$ cat src/rtl/fpu_cvt_arb.sv
// ============================================================================
//  Module      : fpu_cvt_arb
//  Description : Two-requester round-robin front end for a fixed-latency
//                pipelined conversion unit. Operands are granted with
//                credit-based flow control and tagged through a latency-matched
//                pipe. Results are steered into a 2-entry FIFO per requester.
//  Revision    : 1.0 - initial release
// ============================================================================
`timescale 1ns/1ps
`default_nettype none

module fpu_cvt_arb #(
  parameter int LAT = 6,   // conversion unit latency in clock edges (1..15)
  parameter int DW  = 32   // operand / result width
) (
  input  logic          clk,
  input  logic          rst_n,
  // requester 0
  input  logic          req0_valid,
  input  logic [DW-1:0] req0_data,
  output logic          req0_ready,
  output logic          rsp0_valid,
  output logic [DW-1:0] rsp0_data,
  input  logic          rsp0_ready,
  // requester 1
  input  logic          req1_valid,
  input  logic [DW-1:0] req1_data,
  output logic          req1_ready,
  output logic          rsp1_valid,
  output logic [DW-1:0] rsp1_data,
  input  logic          rsp1_ready,
  // conversion unit
  output logic [DW-1:0] fu_src,
  input  logic [DW-1:0] fu_res,
  // status
  output logic          busy
);

  localparam int c_NUM_REQ = 2;

  // Per-requester views of the flat ports
  logic [c_NUM_REQ-1:0] w_req_valid;
  logic [c_NUM_REQ-1:0] w_rsp_ready;
  logic [c_NUM_REQ-1:0] w_credit;
  logic [c_NUM_REQ-1:0] w_elig;
  logic [c_NUM_REQ-1:0] w_grant;
  logic [c_NUM_REQ-1:0] w_push;
  logic [c_NUM_REQ-1:0] w_pop;
  logic [c_NUM_REQ-1:0] w_rsp_valid;
  logic [DW-1:0]        w_rsp_data [c_NUM_REQ];

  logic                 w_hs;
  logic                 w_hs_id;
  logic                 w_cap_vld;
  logic                 w_cap_id;

  // Round-robin pointer: requester favoured when both are eligible
  logic                 r_prio;

  // Tag pipe: one {valid,id} slot per conversion unit stage
  logic [LAT-1:0]       r_tag_vld;
  logic [LAT-1:0]       r_tag_id;

  assign w_req_valid = {req1_valid, req0_valid};
  assign w_rsp_ready = {rsp1_ready, rsp0_ready};

  // Eligibility and round-robin grant; ready is purely combinational
  assign w_elig     = w_req_valid & w_credit;
  assign w_grant[0] = w_elig[0] & (~w_elig[1] | ~r_prio);
  assign w_grant[1] = w_elig[1] & (~w_elig[0] |  r_prio);
  assign w_hs       = |w_grant;
  assign w_hs_id    = w_grant[1];

  assign req0_ready = w_grant[0];
  assign req1_ready = w_grant[1];

  // The oldest tag lines up with the unit result on this edge
  assign w_cap_vld = r_tag_vld[LAT-1];
  assign w_cap_id  = r_tag_id[LAT-1];

  // Pointer moves to the other requester after every grant
  always_ff @(posedge clk or negedge rst_n) begin
    if (!rst_n) begin
      r_prio <= 1'b0;
    end else if (w_hs) begin
      r_prio <= ~w_hs_id;
    end
  end

  // Operand register feeding the conversion unit; holds when nothing issues
  always_ff @(posedge clk or negedge rst_n) begin
    if (!rst_n) begin
      fu_src <= '0;
    end else if (w_hs) begin
      fu_src <= w_hs_id ? req1_data : req0_data;
    end
  end

  // Tag pipe shifts every edge; bubbles carry valid=0
  always_ff @(posedge clk or negedge rst_n) begin
    if (!rst_n) begin
      r_tag_vld <= '0;
      r_tag_id  <= '0;
    end else begin
      for (int k = LAT - 1; k > 0; k--) begin
        r_tag_vld[k] <= r_tag_vld[k-1];
        r_tag_id[k]  <= r_tag_id[k-1];
      end
      r_tag_vld[0] <= w_hs;
      r_tag_id[0]  <= w_hs_id;
    end
  end

  genvar gi;
  generate
    for (gi = 0; gi < c_NUM_REQ; gi++) begin : g_req
      logic [DW-1:0] r_mem [2];
      logic          r_wptr;
      logic          r_rptr;
      logic [1:0]    r_fcnt;
      logic [1:0]    r_cnt;

      // Outstanding count covers in-flight plus buffered results, so a
      // full credit also bounds the FIFO to its two entries.
      assign w_credit[gi]    = (r_cnt < 2'd2);
      assign w_push[gi]      = w_cap_vld & (w_cap_id == 1'(gi));
      assign w_rsp_valid[gi] = (r_fcnt != 2'd0);
      assign w_pop[gi]       = w_rsp_valid[gi] & w_rsp_ready[gi];
      assign w_rsp_data[gi]  = r_mem[r_rptr];

      // Result FIFO storage and pointers; push and pop may share an edge
      always_ff @(posedge clk or negedge rst_n) begin
        if (!rst_n) begin
          r_mem[0] <= '0;
          r_mem[1] <= '0;
          r_wptr   <= 1'b0;
          r_rptr   <= 1'b0;
          r_fcnt   <= 2'd0;
        end else begin
          if (w_push[gi]) begin
            r_mem[r_wptr] <= fu_res;
            r_wptr        <= ~r_wptr;
          end
          if (w_pop[gi]) begin
            r_rptr <= ~r_rptr;
          end
          case ({w_push[gi], w_pop[gi]})
            2'b10:   r_fcnt <= r_fcnt + 2'd1;
            2'b01:   r_fcnt <= r_fcnt - 2'd1;
            default: r_fcnt <= r_fcnt;
          endcase
        end
      end

      // Issued-but-not-consumed counter driving the credit
      always_ff @(posedge clk or negedge rst_n) begin
        if (!rst_n) begin
          r_cnt <= 2'd0;
        end else begin
          case ({w_grant[gi], w_pop[gi]})
            2'b10:   r_cnt <= r_cnt + 2'd1;
            2'b01:   r_cnt <= r_cnt - 2'd1;
            default: r_cnt <= r_cnt;
          endcase
        end
      end
    end
  endgenerate

  assign rsp0_valid = w_rsp_valid[0];
  assign rsp1_valid = w_rsp_valid[1];
  assign rsp0_data  = w_rsp_data[0];
  assign rsp1_data  = w_rsp_data[1];

  assign busy = (|r_tag_vld) | (|w_rsp_valid);

endmodule

`default_nettype wire

$ cat config.mk
export PLATFORM = sky130hd
export DESIGN_NAME = fpu_cvt_arb
export DESIGN_NICKNAME = d
export VERILOG_FILES = /design/src/rtl/fpu_cvt_arb.sv
export SDC_FILE = /design/constraint.sdc
export NUM_CORES = 1
export LEC_CHECK = 0
export CAP_MARGIN = 20
export CORE_ASPECT_RATIO = 1.5
export CORE_MARGIN = 10
export CORE_UTILIZATION = 55
export CTS_BUF_LIST = sky130_fd_sc_hd__clkbuf_8
export DETAILED_ROUTE_END_ITERATION = 10
export PLACE_DENSITY = 0.87
export RECOVER_POWER = 25
export SETUP_SLACK_MARGIN = 0.15
export SYNTH_ARGS = -nofsm -noshare
export SYNTH_HDL_FRONTEND = slang
export SYNTH_SLANG_ARGS = --single-unit
$ cat constraint.sdc
create_clock -name clk -period 4.1 [get_ports clk]
set_input_delay 0.41 -clock clk [delete_from_list [all_inputs] [get_ports clk]]
set_output_delay 0.41 -clock clk [all_outputs]
set_load 0.03 [all_outputs]
==> out/results.ini <==
[pwr]
peakVddDrop_v = 0.000495
power.density_mw_per_mm2 = 953
leakage_nw = 4.46

[sta]
rsz0062_at_grt = no
fin_skew_ps = 13.3
slew_violations = 102
max_slew_margin_pct = -65.4
tightest_slew_ps = 2480
min_period_over_period_pct = 71.2
max_clock_freq_mhz = 342
fin_setup_tns_ps = 0
hold_violations = 0
finalSetupViolCount = 0
fin_crit_ps = 2920

[detailed_routing]
vias_per_cell = 5.54
drt_iter0_markers = 204
routedWlPerCell_um = 21.3
wl_um = 19600
met1Wirelength_um = 7330
via_count = 5104
drc = 0
firstDrtPassIters = 4
highest_layer = met4
postRouteAntennaNets = 0
routed-wl-met3_um = 1760
wl_met2_um = 10100

[critical_path]
arrival_ps = 2510
required_ps = 3690
r2r-end = g_req[0].r_cnt[1]
path_cells = mux2_2 -> clkdlybuf4s50_1
worst-setup-path-type = flip-flop to primary output
r2r_cells = 7
endpoint_kind = primary output
crit_slowest_cell = dfrtp_2
r2r_setup_slack_ps = 1850
slowest_delay_ps = 980
cp-start-kind = flip-flop
crit_fanout = 33
rr_startpoint = g_req[0].r_cnt[1]

[place]
hpwl_um = 14000
place_area_mm2 = 0.0102
portBuffers = 202
place_congestion = 0.813

[synthesis]
synth-simple-area-share_pct = 4.62
async_reset_ff_share_pct = 100
netlist_instances = 524
synth_flop_cell = dfrtp_1
synth_adder_area_share_pct = 0.626
synth_compound_area_share_pct = 4.35
synth_top_family_by_area = multiplexers
netlist_area_mm2 = 0.00800
synth_xor_area_share_pct = 1.64
synth_edf_count = 0
synth_area_leader_cell = dfrtp_1
ys_warn_count = 0
yosysSeqAreaShare_pct = 57.9
synthMuxAreaShare_pct = 28.4
synth_cell_type_count = 28
syn-num-nets = 630
synthTopCellsByArea = dfrtp_1 58%, mux2_2 23%, mux2_4 5.4%
ys_ff_latch = 185
synth_top_area_share_pct = 57.9
syn_avg_cell_area_um2 = 15.3
netlist_top_cells_count = 185 x dfrtp_1, 163 x mux2_2, 32 x a221o_1, 32 x nor3b_1, 29 x mux2_4
synth.most_common_cell = dfrtp_1

[min_path]
hp-start = r_tag_id[3]
hold_path_end = r_tag_id[4]
whs_path_depth = 0
worstHoldPathType = flip-flop to flip-flop

[floorplanning]
io_pins = 203
num_rows = 53
die_area_mm2 = 0.0199
initial_core_util_pct = 56.6
core_area_mm2 = 0.0141
dieHeight_um = 168
dieWidth_um = 118

[run]
max_cap_viol_count = 1

[global_route]
gr-usage-all-layers_pct = 20.0
grt_max_degree = 103
grt_pass1_vias = 5996
grt-ovfl-total = 0
antenna_found_initial = 0
grt_pass1_wl_um = 32000

[outcome]
violations = max-capacitance violations, max-slew violations
outcome = complete, but fails checks

[cts]
path_clk_slew_ps = 90
cts_resized = 0
cts_buffers = 17
cts_max_level = 4
cts_setup_buffers = 0
clock_path_buffers = 2
cts_tree = yes
worstSkewPairLatency_ps = 450
hold_buffers = 0
clockRootBuffer = clkbuf_8
cts_sinks = 185

[layout]
antenna_cells = 0
nets = 823
drive_above_1_share_pct = 33.2
fin_area_mm2 = 0.0106
area_growth_pct = 32.4
fill_cells = 907

critical path: cells and delay by family (launching register included):
kind | cells | cell delay, ps
buf+inv | 1 | 650
mux | 1 | 410
flops | 1 | 980
registers in the layout (all words and copies together), names as in the netlist:
name,flops
g_req.r_mem,128
fu_src,32
r_tag_id,6
r_tag_vld,6
g_req.r_cnt,4
g_req.r_fcnt,4
g_req.r_rptr,2
g_req.r_wptr,2
r_prio,1
power breakdown:
part / internal [W] / leakage, nW / switching [W]
clock network: 0.000684 / 0.214 / 0.000645
registers: 0.00275 / 2.19 / 0.000646
logic: 0.00273 / 2.06 / 0.00264
how the worst max path moves through the flow:
stage                     from                end  slack, ps
2_1_floorplan       req0_valid  g_req[0].r_cnt[1]       2120
3_3_place_gp        req0_valid  g_req[0].r_cnt[1]       1490
3_5_place_dp        req0_valid  g_req[0].r_cnt[1]       1390
4_1_cts        g_req[0].r_rptr      rsp0_data[18]       1170
5_1_grt        g_req[1].r_rptr      rsp1_data[21]       1120
6_report       g_req[1].r_rptr      rsp1_data[21]       1180
cell usage in the layout, fill, tap and decap left out, drive strengths merged, types with 4 or more instances in the layout:
cell type	count
a221o	32
buf	7
bufinv	4
clkbuf	19
clkdlybuf4s50	201
dfrtp	185
ha	4
inv	8
mux2	192
nor2	5
nor3b	32
xnor2	9
xor2	6
through the flow:
stage / cells / setup WS [ps] / power [W] / util, % / hold slack [ps]
after floorplan: 524 / 2120 / 0.00677 / - / 114
after global placement: 890 / 1490 / 0.00863 / 71.9 / 332
after detailed placement: 890 / 1390 / 0.00883 / 71.9 / 335
after CTS: 921 / 1170 / 0.0102 / 75.0 / 81.6
after global routing: 921 / 1120 / 0.0106 / 75.0 / 367
final: 921 / 1180 / 0.0101 / 75.0 / 355
cells by family (layout without fill, tap and decap cells):
family | after synthesis | after routing
muxes | 192 | 192
DFF | 185 | 185
and+or+nand+nor | 55 | 55
buffers and inverters | 38 | 243
AOI/OAI and AO/OA | 35 | 35
xor gates and xnor gates | 15 | 15
adders and majority gates | 4 | 4
routing by layer:
| layer | up-vias | track usage (%) |
|---|---|---|
| li1 | 2292 | - |
| met1 | 2588 | 21.3 |
| met2 | 193 | 34.7 |
| met3 | 31 | 8.68 |
| met4 | 0 | 6.77 |
| met5 | - | 0 |
layout make-up:
class | instances | area [um2] | share of cell area (%)
clock buffer | 18 | 248 | 2.34
clock inverter | 13 | 190 | 1.80
inverter | 3 | 11.3 | 0.106
multi-input combinational | 301 | 3180 | 30.1
sequential | 185 | 4630 | 43.7
tap | 192 | 240 | 2.27
timing repair buffer | 209 | 2080 | 19.7
Note: power is estimated with default switching activity, not from simulation.
